--- src/rtl/frame_stream_source.sv ---
// frame_stream_source
//
// Walks a frame buffer in raster order and streams its pixels to a downstream
// stage as a valid/ready stream framed by sop/eop markers. Read data returns
// one cycle after each read strobe and lands in a 2-entry output FIFO whose
// head drives the stream outputs.
//
// Ports
//   clk        : single clock, rising edge
//   reset      : asynchronous active-low reset (release synchronized internally)
//   enable     : level, requests continuous frame streaming
//   rd_addr    : frame-buffer read address
//   rd_en      : read strobe; rd_data is valid exactly one cycle later
//   rd_data    : RGB444 pixel returned by the frame buffer
//   ready_in   : downstream back pressure (ready latency 0)
//   data_out   : pixel to the downstream stage
//   sop_out    : first pixel of a frame
//   eop_out    : last pixel of a frame
//   valid_out  : data_out/sop_out/eop_out are valid
//   frame_done : one-cycle pulse after the last pixel of a frame is accepted
//
// Parameters
//   WIDTH, HEIGHT : frame geometry in pixels and lines
//   ADDR_W        : address width, 2**ADDR_W must cover WIDTH*HEIGHT

module frame_stream_source #(
  parameter int unsigned WIDTH  = 320,
  parameter int unsigned HEIGHT = 240,
  parameter int unsigned ADDR_W = 17
) (
  input  logic              clk,
  input  logic              reset,
  input  logic              enable,
  output logic [ADDR_W-1:0] rd_addr,
  output logic              rd_en,
  input  logic [11:0]       rd_data,
  input  logic              ready_in,
  output logic [11:0]       data_out,
  output logic              sop_out,
  output logic              eop_out,
  output logic              valid_out,
  output logic              frame_done
);

  localparam int unsigned       NumPix   = WIDTH * HEIGHT;
  localparam logic [ADDR_W-1:0] LastAddr = ADDR_W'(NumPix - 1);

  typedef enum logic [1:0] {
    StIdle,
    StStream,
    StDrain
  } state_e;

  // ---------------------------------------------------------------------------
  // State
  // ---------------------------------------------------------------------------
  state_e            state_q, state_d;
  logic [ADDR_W-1:0] addr_q, addr_d;
  logic              inflight_q, inflight_d;
  logic              tag_sop_q, tag_sop_d;
  logic              tag_eop_q, tag_eop_d;
  logic [1:0]        rst_sync_q, rst_sync_d;

  logic [11:0]       fifo_data_q [2];
  logic [11:0]       fifo_data_d [2];
  logic              fifo_sop_q  [2];
  logic              fifo_sop_d  [2];
  logic              fifo_eop_q  [2];
  logic              fifo_eop_d  [2];
  logic              wr_ptr_q, wr_ptr_d;
  logic              rd_ptr_q, rd_ptr_d;
  logic [1:0]        count_q, count_d;

  logic              push;
  logic              pop;
  logic [1:0]        occ_after_pop;

  // ---------------------------------------------------------------------------
  // Output stage: head of the FIFO drives the stream
  // ---------------------------------------------------------------------------
  always_comb begin
    valid_out     = (count_q != 2'd0);
    data_out      = valid_out ? fifo_data_q[rd_ptr_q] : 12'd0;
    sop_out       = valid_out & fifo_sop_q[rd_ptr_q];
    eop_out       = valid_out & fifo_eop_q[rd_ptr_q];
    pop           = valid_out & ready_in;
    push          = inflight_q;
    // Occupancy once this cycle's pop has left. Budgeting reads against this
    // instead of the raw count is what allows one pixel per cycle; it does put
    // ready_in on a combinational path to rd_en.
    occ_after_pop = count_q - {1'b0, pop};
  end

  // ---------------------------------------------------------------------------
  // Read sequencer
  // ---------------------------------------------------------------------------
  always_comb begin
    state_d    = state_q;
    addr_d     = addr_q;
    tag_sop_d  = tag_sop_q;
    tag_eop_d  = tag_eop_q;
    rd_en      = 1'b0;
    frame_done = 1'b0;

    unique case (state_q)
      StIdle: begin
        // Hold off until the reset release has passed through the synchronizer.
        if (enable && rst_sync_q[1]) begin
          state_d = StStream;
          addr_d  = '0;
        end
      end

      StStream: begin
        if ((occ_after_pop + {1'b0, inflight_q}) < 2'd2) begin
          rd_en     = 1'b1;
          tag_sop_d = (addr_q == '0);
          tag_eop_d = (addr_q == LastAddr);
          if (addr_q == LastAddr) begin
            // Counter parks on the last address; it never wraps mid-frame.
            state_d = StDrain;
          end else begin
            addr_d = addr_q + ADDR_W'(1);
          end
        end
      end

      StDrain: begin
        // enable is only sampled here, so dropping it mid-frame never
        // truncates the frame in progress.
        if ((count_q == 2'd0) && !inflight_q) begin
          frame_done = 1'b1;
          if (enable) begin
            state_d = StStream;
            addr_d  = '0;
          end else begin
            state_d = StIdle;
          end
        end
      end

      default: state_d = StIdle;
    endcase
  end

  assign rd_addr    = addr_q;
  assign inflight_d = rd_en;
  assign rst_sync_d = {rst_sync_q[0], 1'b1};

  // ---------------------------------------------------------------------------
  // Output FIFO next state. Entries are written the cycle after their read,
  // carrying the sop/eop tags captured when the read was issued.
  // ---------------------------------------------------------------------------
  always_comb begin
    fifo_data_d = fifo_data_q;
    fifo_sop_d  = fifo_sop_q;
    fifo_eop_d  = fifo_eop_q;
    wr_ptr_d    = wr_ptr_q;
    rd_ptr_d    = rd_ptr_q;

    if (push) begin
      fifo_data_d[wr_ptr_q] = rd_data;
      fifo_sop_d[wr_ptr_q]  = tag_sop_q;
      fifo_eop_d[wr_ptr_q]  = tag_eop_q;
      wr_ptr_d              = ~wr_ptr_q;
    end
    if (pop) begin
      rd_ptr_d = ~rd_ptr_q;
    end
    // Simultaneous push and pop leaves the count unchanged.
    count_d = count_q + {1'b0, push} - {1'b0, pop};
  end

  // ---------------------------------------------------------------------------
  // Registers
  // ---------------------------------------------------------------------------
  always_ff @(posedge clk or negedge reset) begin
    if (!reset) begin
      state_q        <= StIdle;
      addr_q         <= '0;
      inflight_q     <= 1'b0;
      tag_sop_q      <= 1'b0;
      tag_eop_q      <= 1'b0;
      rst_sync_q     <= 2'b00;
      fifo_data_q[0] <= 12'd0;
      fifo_data_q[1] <= 12'd0;
      fifo_sop_q[0]  <= 1'b0;
      fifo_sop_q[1]  <= 1'b0;
      fifo_eop_q[0]  <= 1'b0;
      fifo_eop_q[1]  <= 1'b0;
      wr_ptr_q       <= 1'b0;
      rd_ptr_q       <= 1'b0;
      count_q        <= 2'd0;
    end else begin
      state_q        <= state_d;
      addr_q         <= addr_d;
      inflight_q     <= inflight_d;
      tag_sop_q      <= tag_sop_d;
      tag_eop_q      <= tag_eop_d;
      rst_sync_q     <= rst_sync_d;
      fifo_data_q[0] <= fifo_data_d[0];
      fifo_data_q[1] <= fifo_data_d[1];
      fifo_sop_q[0]  <= fifo_sop_d[0];
      fifo_sop_q[1]  <= fifo_sop_d[1];
      fifo_eop_q[0]  <= fifo_eop_d[0];
      fifo_eop_q[1]  <= fifo_eop_d[1];
      wr_ptr_q       <= wr_ptr_d;
      rd_ptr_q       <= rd_ptr_d;
      count_q        <= count_d;
    end
  end

endmodule

--- config.mk ---
export PLATFORM = sky130hd
export DESIGN_NAME = frame_stream_source
export DESIGN_NICKNAME = d
export VERILOG_FILES = /design/src/rtl/frame_stream_source.sv
export SDC_FILE = /design/constraint.sdc
export NUM_CORES = 1
export LEC_CHECK = 0
export BUFFER_PORTS_ARGS = -buffer_cell sky130_fd_sc_hd__clkbuf_2
export CAP_MARGIN = 20
export CORE_UTILIZATION = 60
export DETAILED_ROUTE_END_ITERATION = 8
export PLACE_DENSITY = 0.81
export SKIP_LAST_GASP = 1
export SLEW_MARGIN = 20
export SYNTH_ARGS = -nofsm -noshare
export SYNTH_HDL_FRONTEND = slang
export SYNTH_SLANG_ARGS = --single-unit
--- constraint.sdc ---
create_clock -name clk -period 4.7 [get_ports clk]
set_input_delay 0.94 -clock clk [delete_from_list [all_inputs] [get_ports clk]]
set_output_delay 0.94 -clock clk [all_outputs]
set_load 0.01 [all_outputs]
# Word level (Yosys, flattened, before mapping)
# Index checks and enable logic that the tools add are counted.
[totals]
ff_bits = 56
in_bits = 16
output_inout_bits = 34
elab_cells = 85
[classes]
n_addsub = 5
order_cmp = 4
n_eq_ne = 9
n_mux = 33
bitwise_logic = 7
n_reduce_logical = 12
[ops]
columns = ["op", "count"]
rows = [
  ["17-bit two-way mux", 5],
  ["12-bit two-way mux", 5],
  ["17-bit case mux with 3 select lines", 1],
  ["24-bit bitwise mux", 1],
  ["17-bit by 1-bit adder with 17-bit output, second input constant", 1],
  ["17-bit == test, second input constant", 1],
  ["17-bit zero test", 1],
  ["12-bit demux with 1-bit select", 1],
  ["1-bit two-way mux", 12],
  ["2-bit != test, second input constant", 6],
  ["2-bit two-way mux", 4],
  ["2-bit case mux with 3 select lines", 1],
  ["6-bit AND reduction", 1],
  ["2-bit by 1-bit adder with 2-bit output", 2],
  ["2-bit bitwise mux", 2],
  ["2-bit >= comparator, second input constant", 2],
  ["2-bit zero test", 2],
  ["1-bit inverter with 2-bit output", 2],
  ["4-bit AND reduction", 1],
  ["2-bit by 1-bit subtractor with 2-bit output", 2],
  ["1-bit bitwise AND", 3],
  ["1-bit logical AND", 3],
  ["3-bit nonzero test", 1],
  ["2-bit by 1-bit == test with 1-bit output, second input constant", 1],
  ["8 further kinds", 9],
]

# Logic depth before layout (Yosys ltp)
# Gate-level depths: netlist of run 1.
[logic_depth]
word_depth = 7
mapped_depth = 13
mapped_depth_nobuf = 11

# Least setup slack after synthesis of run 1
# OpenSTA, ideal clock, no wires.
[synth_timing]
path_type = "in2out"
from = "input ready_in"
to = "output rd_en"
t_arrival_ns = 2.383
required_time_ns = 3.760
path_slack_ns = 1.377
stages = 8
path_buffers = 1
cell_sequence = "and2_1 -> ha_1 -> inv_1 -> ha_1 -> xor3_1 -> or2_2 -> clkbuf_1 -> inv_2"
[synth_between]
elab_chain_len = 6
[synth_lines]
columns = ["element", "line", "source"]
rows = [
  ["start, declared", "37", "input logic ready_in,"],
  ["1-bit bitwise AND", "86", "pop = valid_out & ready_in;"],
  ["2-bit by 1-bit subtractor with 2-bit output", "91", "occ_after_pop = count_q - {1'b0, pop};"],
  ["2-bit by 1-bit adder with 2-bit output", "115", "if ((occ_after_pop + {1'b0, inflight_q}) < 2'd2) begin"],
  ["2-bit < comparator", "115", ""],
  ["1-bit two-way mux", "115", ""],
  ["1-bit two-way mux", "105", "unique case (state_q)"],
  ["end, declared", "35", "output logic rd_en,"],
]
# Every way passes these cells.

# Final worst setup path of run 1
[layout_timing]
from = "input ready_in"
to = "output rd_en"
[layout_between]
elab_chain_len = 6
[layout_lines]
columns = ["element", "line", "source"]
rows = [
  ["1-bit bitwise AND", "86", ""],
  ["via pop", "75", "logic pop;"],
  ["2-bit by 1-bit subtractor with 2-bit output", "91", ""],
  ["2-bit by 1-bit adder with 2-bit output", "115", ""],
  ["2-bit < comparator", "115", ""],
  ["1-bit two-way mux", "115", ""],
  ["1-bit two-way mux", "105", ""],
]
# The timed path passes the listed nets, and every way through them passes these cells.

==> results.ini, run 1 <==
[clocking]
ctsResizeCount = 0
cts-hold-fix-buffers = 0
cts_tree = done
cts_buffers = 5
clkSinkCount = 56
clk_pin_slew_ns = 0.09
post-cts-setup-buffers = 0
h-tree-depth = 2
clkLatencyLatePin_ns = 0.31
root_buffer = clkbuf_8
cts_buffer_depth = 2

[finish]
multi_input_comb_area_mm2 = 0.00133
final_cells = 345
final_cell_mix = dfrtp_1 (56), clkbuf_2 (49), mux2_2 (29)
final_nets = 312
regArea_mm2 = 0.00140
layout_commonest_cell = dfrtp_1
syn_to_final_growth_pct = 13.3
utilization = 0.725
antenna_cells = 0
layout-drive-gt1-share = 0.389
fill_cells = 319
design_area_mm2 = 0.00322

[critical_path]
slowest_stage = or2_2
critPathTopFamily = simple AND/OR/NAND/NOR gates
cp_cell_sequence = clkbuf_2, and2_1, ha_1, inv_1, ha_1, xor3_1, or2_2, inv_2, clkbuf_2
end_kind = primary output
critPathArrivalTime_ns = 2.75
r2r_setup_slack_ns = 1.62
path_buf_inv = 4
startpoint_type = input port
crit_path_max_fanout = 17
cp.required_ns = 3.76
cpPeakStageDelay_ns = 0.48
worstSetupPathType = input port to primary output

[logic_synthesis]
yosysTopAreaCell = dfrtp_1
synth_adder_area_share = 0.0176
netlist_area_mm2 = 0.00284
ys_warn_count = 0
synth_simple_gate_area_frac = 0.168
synth-compound-area-share = 0.0973
synthTopCellsByArea = dfrtp_1 (49%), mux2_2 (11%), mux2i_1 (4.9%)
syn-num-nets = 270
synth_xor_area_frac = 0.0176
syn_avg_cell_area_um2 = 11.4
synth_top_family_by_area = simple AND/OR/NAND/NOR gates
yosysTopAreaCellShare = 0.493
ys_seq_area_frac = 0.493
syn_inst = 250
synth-seq-cells = 56
synthMuxAreaShare = 0.164
yosysUniqueCellTypes = 43

[sta]
fin_crit_sh = 0.785
report.final.slew_viol_count = 0
max_slew_margin = 0.442
holdWs_ns = 0.354
rsz0062_at_grt = false
hold_viol = 0
setup_slack_ns = 1.01
skew_ns = 0.00862
max_freq_ghz = 0.271
post-route-min-period_ns = 3.69
setup_viol = 0
worstMarginPinSlew_ns = 0.837
finalSetupTns_ns = 0

[floorplanning]
rows = 24
die_x_um = 70.8
initial_utilization = 0.640
io_pins = 50
core_mm2 = 0.00444
die_area_mm2 = 0.00502
die-height_um = 70.8

[outcome]
outcome = finished with violations
violations = design-rule violations

[detailed_routing]
drtAntennaViolNets = 0
wl_um = 5500
via_per_inst = 6.11
vias = 2108
wl_per_cell_um = 15.9
drtIter0Drc = 186
drtPass1Iterations = 6
drc = 16

[place]
dpl.cell_count = 337
place_ws_ns = 1.03
gp_congestion = 0.896
placed_area_mm2 = 0.00310
port-buffer-count = 49
dp_hpwl_um = 3740

[global_routing]
antenna_found_initial = 0
grt_pass1_wl_um = 9480
grt_max_degree = 57
grt_pass1_vias = 2027
grt.overflow.total = 0
track_usage = 0.240

[pwr]
total_power_mw = 2.30
max-vdd-ir-drop_mv = 0.497
power_density_mw_per_mm2 = 713
p_leak_nw = 1.52

[hold_path]
hp-class = flip-flop to flip-flop

[job]
cap_viol_max_count = 0

==> flip-flops by register name, summed over array words and instances (netlist names) <==
register and cells:
fifo_data_q 24, wr_ptr_q 1, inflight_q 1, rd_addr 17, tag_eop_q 1, fifo_sop_q 2
tag_sop_q 1, state_q 2, rst_sync_q 2, fifo_eop_q 2, rd_ptr_q 1, count_q 2
==> where the power goes <==
part | internal, mW | switching [mW]
sequential | 0.674 | 0.209
combinational | 0.504 | 0.582
clock | 0.174 | 0.155
==> worst register-to-register path, cell delays in order (launching register included) <==
cell	delay (ns)
dfrtp_1	0.40
nor2_1	0.14
inv_1	0.09
and2_1	0.18
ha_1	0.27
inv_1	0.06
ha_1	0.15
xor3_1	0.29
or2_2	0.48
nor2_1	0.69
a221o_1	0.29
==> logic make-up (layout without fill, tap and decap cells) <==
family                   count (synthesis)  count (layout)
other                                    1               1
AO/OA/AOI/OAI                           32              32
adder cells (fa/ha/maj)                  4               4
buffers and inverters                   27              70
flip-flops                              56              56
multiplexers                            43              43
AND/OR/NAND/NOR                         83              83
XOR/XNOR                                 4               4
==> synthesized netlist by cell type <==
cell and instances:
dfrtp_1 56, mux2_2 29, nor2_1 18, clkbuf_1 14, mux2i_1 14, nor4_1 12
o21ai_0 9, a221o_2 8, inv_1 8, nand4_1 8, nand2_1 7, and2_1 6
nand3_1 5, nor2b_1 5, nor3_1 5, ha_1 4, nor4b_1 4, a31o_2 3
o21a_1 3, a211o_2 2, and3_1 2, and4_2 2, buf_1 2, buf_6 2
or2_2 2, or4_4 2, xor2_1 2, a2111oi_0 1, a21boi_4 1, a221o_1 1
a22o_1 1, a22o_2 1, conb_1 1, inv_2 1, nand2b_1 1, o31ai_1 1
o41ai_1 1, or3_1 1, or3_2 1, or4_1 1, or4b_2 1, xnor2_1 1
xor3_1 1
==> worst paths after layout <==
path | startpoint | to | depth (start not counted)
max | ready_in | rd_en | 9
max reg2reg | count_q[0]$_DFF_PN0_ | rd_addr[11]$_DFFE_PN0P_ | 10
min in group asynchronous | reset | fifo_data_q[1]$_DFFE_PN0P_ | 2
min | rst_sync_q[0]$_DFF_PN0_ | rst_sync_q[1]$_DFF_PN0_ | 0
min reg2reg | rst_sync_q[0]$_DFF_PN0_ | rst_sync_q[1]$_DFF_PN0_ | 0
max in group asynchronous | reset | rd_addr[14]$_DFFE_PN0P_ | 2
==> per-layer routing <==
| metal | routed length (um) | part of all wire | track usage | vias to the layer above |
|---|---|---|---|---|
| met5 | 0 | 0 | 0 | - |
| met4 | 63 | 0.011 | 0.0800 | 0 |
| met3 | 231 | 0.042 | 0.0442 | 7 |
| met2 | 2660 | 0.48 | 0.404 | 65 |
| met1 | 2550 | 0.46 | 0.316 | 1030 |
| li1 | - | - | - | 1006 |
==> cell type report <==
| cell class | count | area share |
|---|---|---|
| Tap cell | 52 | 0.0202 |
| Clock buffer | 6 | 0.0256 |
| Clock inverter | 2 | 0.0120 |
| Multi-Input combinational cell | 167 | 0.411 |
| Timing Repair Buffer | 53 | 0.0854 |
| Inverter | 9 | 0.0105 |
| Sequential cell | 56 | 0.435 |
No activity file was read; power rests on OpenSTA's default activity.
==> run 2: changes to the inputs <==
Settings changed: CORE_UTILIZATION 60 to 56, PLACE_DENSITY 0.81 to 0.76.
Clock period 4.7 ns to 3.84 ns, I/O delays scaled along.
==> run 2 against run 1 <==
Effect of this change: the flow now finishes without violations; clock power up 32%; clock skew down 0.0031 ns; via count down 2.6%; routed wire length down 4.5%; combinational power up 22%; sequential power up 21%; first-iteration DRC count down 66%; final area up 1.0%; die area up 6.9%; sequential share of layout area down 0.45 points; critical path type is now flip-flop to primary output; largest power group unchanged.
==> results.ini, run 2 (same netlist as run 1, synthesis figures left out) <==
[clocking]
cts_tree = done
cts_buffer_depth = 2  ; unchanged
ctsResizeCount = 0  ; unchanged
clkSinkCount = 56  ; unchanged
root_buffer = clkbuf_8
clkLatencyLatePin_ns = 0.30  ; about the same
cts_buffers = 5  ; unchanged
clk_pin_slew_ns = 0.09  ; about the same
cts-hold-fix-buffers = 0  ; unchanged
h-tree-depth = 2  ; unchanged
post-cts-setup-buffers = 0  ; unchanged

[critical_path]
crit_path_max_fanout = 17  ; unchanged
worstSetupPathType = flip-flop to primary output
cp_cell_sequence = nor2_1, inv_1, and2_1, ha_1, inv_1, ha_1, xor3_1, or2_2, inv_2, clkbuf_2
critPathArrivalTime_ns = 2.68  ; -0.07 ns
r2r_setup_slack_ns = 0.94  ; -0.68 ns
startpoint_type = flip-flop
cpPeakStageDelay_ns = 0.46  ; -0.02 ns
cp.required_ns = 3.07  ; -0.69 ns
slowest_stage = or2_2
end_kind = primary output

[place]
place_ws_ns = 0.532  ; -0.500 ns
dpl.cell_count = 353  ; +4.7%
gp_congestion = 0.887  ; -1.1%
port-buffer-count = 49  ; unchanged
dp_hpwl_um = 3760  ; +0.52%

[sta]
worstMarginPinSlew_ns = 0.833  ; -0.00426 ns
post-route-min-period_ns = 3.44
fin_crit_sh = 0.897
max_slew_margin = 0.445  ; +0.00284
setup_slack_ns = 0.395  ; -0.616 ns
max_freq_ghz = 0.290
report.final.slew_viol_count = 0  ; unchanged
skew_ns = 0.00550  ; -0.00312 ns
finalSetupTns_ns = 0  ; unchanged
hold_viol = 0  ; unchanged
rsz0062_at_grt = false
setup_viol = 0  ; unchanged

[floorplanning]
die-height_um = 73.3  ; +3.4%
io_pins = 50  ; unchanged
initial_utilization = 0.590  ; -0.0495
die_x_um = 73.3  ; +3.4%
rows = 25  ; +4.2%
core_mm2 = 0.00482  ; +8.4%
die_area_mm2 = 0.00537  ; +6.9%

[detailed_routing]
drtIter0Drc = 63  ; -66%
drc = 0  ; -16
wl_per_cell_um = 14.6  ; -8.5%
vias = 2054  ; -2.6%
drtAntennaViolNets = 0  ; unchanged
via_per_inst = 5.71  ; -6.6%
drtPass1Iterations = 4  ; -2
wl_um = 5250  ; -4.5%

[finish]
final_cell_mix = dfrtp_1 (56), clkbuf_2 (49), mux2_2 (29)
final_cells = 360  ; +4.3%
layout-drive-gt1-share = 0.389  ; unchanged
largest_reg_flops = 24  ; unchanged
final_nets = 313  ; +0.32%
syn_to_final_growth_pct = 14.5
layout_commonest_cell = dfrtp_1
antenna_cells = 0  ; unchanged
regMostFlops = fifo_data_q

[job]
cap_viol_max_count = 0  ; unchanged

[pwr]
p_leak_nw = 1.53  ; +0.51%
power.switching_mw = 1.12  ; +18%
p_comb_frac = 0.469  ; -0.004
total_power_mw = 2.83  ; +23%
max-vdd-ir-drop_mv = 0.390  ; -22%
seq_power_share = 0.379  ; -0.005
power_density_mw_per_mm2 = 871  ; +22%
switching_share = 0.395  ; -0.0168
p_int_mw = 1.72  ; +27%
clockPowerShare = 0.153  ; +0.010

[global_routing]
grt_pass1_wl_um = 9140  ; -3.6%
track_usage = 0.222  ; -0.0181
grt_pass1_vias = 1975  ; -2.6%
grt.overflow.total = 0  ; unchanged
antenna_found_initial = 0  ; unchanged
grt_max_degree = 31  ; -46%

[outcome]
outcome = finished, final reports clean

[hold_path]
hp-class = flip-flop to flip-flop

[run 2: changes by cell type in the layout (fill, tap and decap cells not counted)]
cell	before	now
buf_4	4	5
bufinv_16	1	2
clkbuf_8	6	5
clkinv_4	1	0
[run 2: final timing paths]
kind,from,to,depth (start not counted)
max in group asynchronous,reset,rd_addr[4]$_DFFE_PN0P_,2
max reg2reg,count_q[0]$_DFF_PN0_,rd_addr[4]$_DFFE_PN0P_,11
max,count_q[0]$_DFF_PN0_,rd_en,10
min,rst_sync_q[0]$_DFF_PN0_,rst_sync_q[1]$_DFF_PN0_,0
min reg2reg,rst_sync_q[0]$_DFF_PN0_,rst_sync_q[1]$_DFF_PN0_,0
min in group asynchronous,reset,fifo_data_q[13]$_DFFE_PN0P_,1
[run 2: cell type report]
cell class                 instances  area [um^2]
clock inverter                     2         60.1
clock buffer                       5         68.8
multi-input combinational        167         1330
sequential                        56         1400
inverter                           9         33.8
timing repair buffer              54          283
fill                             420         1560
tap                               67         83.8
[run 2: critical path: cells and delay by family, from the launching register on]
family	cells	cell delay, ns
adder cells (fa/ha/maj)	2	0.41
flip-flops	1	0.40
AND/OR/NAND/NOR	3	0.80
buffers and inverters	4	0.51
XOR/XNOR	1	0.26
[run 2: power groups by stage]
stage | registers, mW | logic, mW | clock network [mW]
floorplan | 0.985 | 1.06 | 0
global placement | 1.08 | 1.32 | 0
detailed placement | 1.09 | 1.35 | 0
CTS | 1.08 | 1.35 | 0.446
global route | 1.12 | 1.50 | 0.466
finish | 1.07 | 1.33 | 0.433
[run 2: metrics by stage]
step                 util  instance area (um^2)  hold WS, ns
floorplan               -                  2840        0.331
global placement    0.649                  3130        0.332
detailed placement  0.649                  3130        0.335
CTS                 0.676                  3260        0.357
global route        0.676                  3260        0.384
finish              0.676                  3260        0.355
[run 2: layer usage]
metal  track usage  vias to the layer above  routed length [um]
li1              -                     1012                   -
met1         0.303                      984                2510
met2         0.366                       56                2490
met3        0.0439                        2                 236
met4        0.0523                        0                  18
met5             0                        -                   0
==> run 3: changes to the inputs <==
Settings changed: RECOVER_POWER set to 25, SLEW_MARGIN 20 to unset.
==> run 3 against run 2 <==
Effect of this change: the flow now finishes with violations (max-capacitance violations, max-slew violations); routed wire length hardly changed; clock skew hardly changed; maximum frequency about the same; critical endpoint unchanged; final cell count stayed put; highest routed layer unchanged; largest power group unchanged.
==> results.ini, run 3 (same netlist as run 1, synthesis figures left out) <==
[floorplanning]
die_x_um = 73.3  ; unchanged
rows = 25  ; unchanged
initial_utilization = 0.590  ; unchanged
core_mm2 = 0.00482  ; unchanged
die_area_mm2 = 0.00537  ; unchanged
die-height_um = 73.3  ; unchanged
io_pins = 50  ; unchanged

[detailed_routing]
vias = 2060  ; +0.29%
drtPass1Iterations = 4  ; unchanged
wl_um = 5250  ; about the same
drtIter0Drc = 64  ; +1.6%
via_per_inst = 5.72  ; +0.29%
wl_per_cell_um = 14.6  ; about the same
drtAntennaViolNets = 0  ; unchanged
drc = 0  ; unchanged

[finish]
antenna_cells = 0  ; unchanged
final_cell_mix = dfrtp_1 (56), clkbuf_2 (48), mux2_2 (29)
layout_commonest_cell = dfrtp_1
syn_to_final_growth_pct = 14.3
regMostFlops = fifo_data_q
fill_cells = 419  ; -0.24%
final_nets = 313  ; unchanged
largest_reg_flops = 24  ; unchanged
regArea_mm2 = 0.00140  ; unchanged
multi_input_comb_area_mm2 = 0.00133  ; unchanged
layout-drive-gt1-share = 0.382  ; -0.00683

[place]
gp_congestion = 0.887  ; unchanged
place_ws_ns = 0.532  ; unchanged
dp_hpwl_um = 3760  ; unchanged
port-buffer-count = 49  ; unchanged

[clocking]
clkLatencyLatePin_ns = 0.30  ; about the same
cts_buffer_depth = 2  ; unchanged
cts_tree = done
h-tree-depth = 2  ; unchanged
ctsResizeCount = 0  ; unchanged
clkSinkCount = 56  ; unchanged
post-cts-setup-buffers = 0  ; unchanged
root_buffer = clkbuf_8
clk_pin_slew_ns = 0.09  ; about the same
cts_buffers = 5  ; unchanged
cts-hold-fix-buffers = 0  ; unchanged

[global_routing]
grt.overflow.total = 0  ; unchanged
antenna_found_initial = 0  ; unchanged
grt_max_degree = 31  ; unchanged
grt_pass1_vias = 1975  ; unchanged
track_usage = 0.222  ; unchanged
grt_pass1_wl_um = 9140  ; unchanged

[sta]
hold_viol = 0  ; unchanged
report.final.slew_viol_count = 31  ; +31
skew_ns = 0.00549  ; -0.0000101 ns
setup_viol = 0  ; unchanged
max_freq_ghz = 0.290  ; about the same
max_slew_margin = -0.00837  ; -0.453
setup_slack_ns = 0.396  ; +0.000510 ns
rsz0062_at_grt = false
worstMarginPinSlew_ns = 1.51  ; +0.680 ns
fin_crit_sh = 0.897  ; about the same
finalSetupTns_ns = 0  ; unchanged
post-route-min-period_ns = 3.44  ; -0.000510 ns

[critical_path]
reg2reg_to = rd_addr[4]$_DFFE_PN0P_
end_kind = primary output
worstSetupPathType = flip-flop to primary output
reg2reg_from = count_q[0]$_DFF_PN0_
startpoint = count_q[0]$_DFF_PN0_
cp.required_ns = 3.07  ; about the same
critPathArrivalTime_ns = 2.68  ; about the same
crit_path_max_fanout = 17  ; unchanged
critPathCapture = rd_en
r2r_setup_slack_ns = 0.94  ; about the same
startpoint_type = flip-flop
reg2regPathDepth = 11  ; unchanged

[job]
cap_viol_max_count = 1  ; +1

[hold_path]
hp-class = flip-flop to flip-flop

[pwr]
power_density_mw_per_mm2 = 872  ; +0.13%
max-vdd-ir-drop_mv = 0.390  ; about the same
p_leak_nw = 1.52  ; -0.43%

[outcome]
outcome = finished with violations
violations = max-capacitance violations, max-slew violations

run 3: power by group:
part	switching, mW	internal [mW]
registers	0.250	0.825
clock network	0.176	0.257
logic	0.694	0.634
total	1.12	1.71
run 3: layout make-up:
cell class	instances	area share
clock buffer	5	0.0212
clock inverter	2	0.0185
inverter	9	0.0104
multi-input combinational	167	0.408
sequential	56	0.431
tap	67	0.0258
timing repair buffer	54	0.0855
run 3: worst min path at each step:
stage / startpoint / end / slack (ns) / cells after the start
after floorplan: rst_sync_q[0]$_DFF_PN0_ / rst_sync_q[1]$_DFF_PN0_ / 0.33 / 0
after global placement: rst_sync_q[0]$_DFF_PN0_ / rst_sync_q[1]$_DFF_PN0_ / 0.33 / 0
after detailed placement: rst_sync_q[0]$_DFF_PN0_ / rst_sync_q[1]$_DFF_PN0_ / 0.33 / 0
after CTS: rst_sync_q[0]$_DFF_PN0_ / rst_sync_q[1]$_DFF_PN0_ / 0.36 / 0
after global routing: rst_sync_q[0]$_DFF_PN0_ / rst_sync_q[1]$_DFF_PN0_ / 0.38 / 0
final: rst_sync_q[0]$_DFF_PN0_ / rst_sync_q[1]$_DFF_PN0_ / 0.36 / 0
run 3: per-stage QoR:
stage / util / hold WS, ns / cells / cell area [um^2] / total power [mW]
2_1_floorplan: - / 0.331 / 250 / 2840 / 2.04
3_3_place_gp: 0.649 / 0.332 / 353 / 3130 / 2.40
3_5_place_dp: 0.649 / 0.335 / 353 / 3130 / 2.44
4_1_cts: 0.676 / 0.357 / 360 / 3260 / 2.88
5_1_grt: 0.675 / 0.384 / 360 / 3250 / 3.09
6_report: 0.675 / 0.355 / 360 / 3250 / 2.83
run 3: metal layers:
metal / up-vias / share of wire / GRT usage
met5: - / 0 / 0
met4: 0 / 0.0034 / 0.0523
met3: 2 / 0.046 / 0.0439
met2: 58 / 0.47 / 0.366
met1: 987 / 0.48 / 0.303
li1: 1013 / - / -
run 3: critical path: stages, from the launching register on:
cell	delay, ns
dfrtp_1	0.40
nor2_1	0.15
inv_1	0.10
and2_1	0.19
ha_1	0.27
inv_1	0.06
ha_1	0.14
xor3_1	0.26
or2_2	0.46
inv_2	0.19
clkbuf_2	0.16
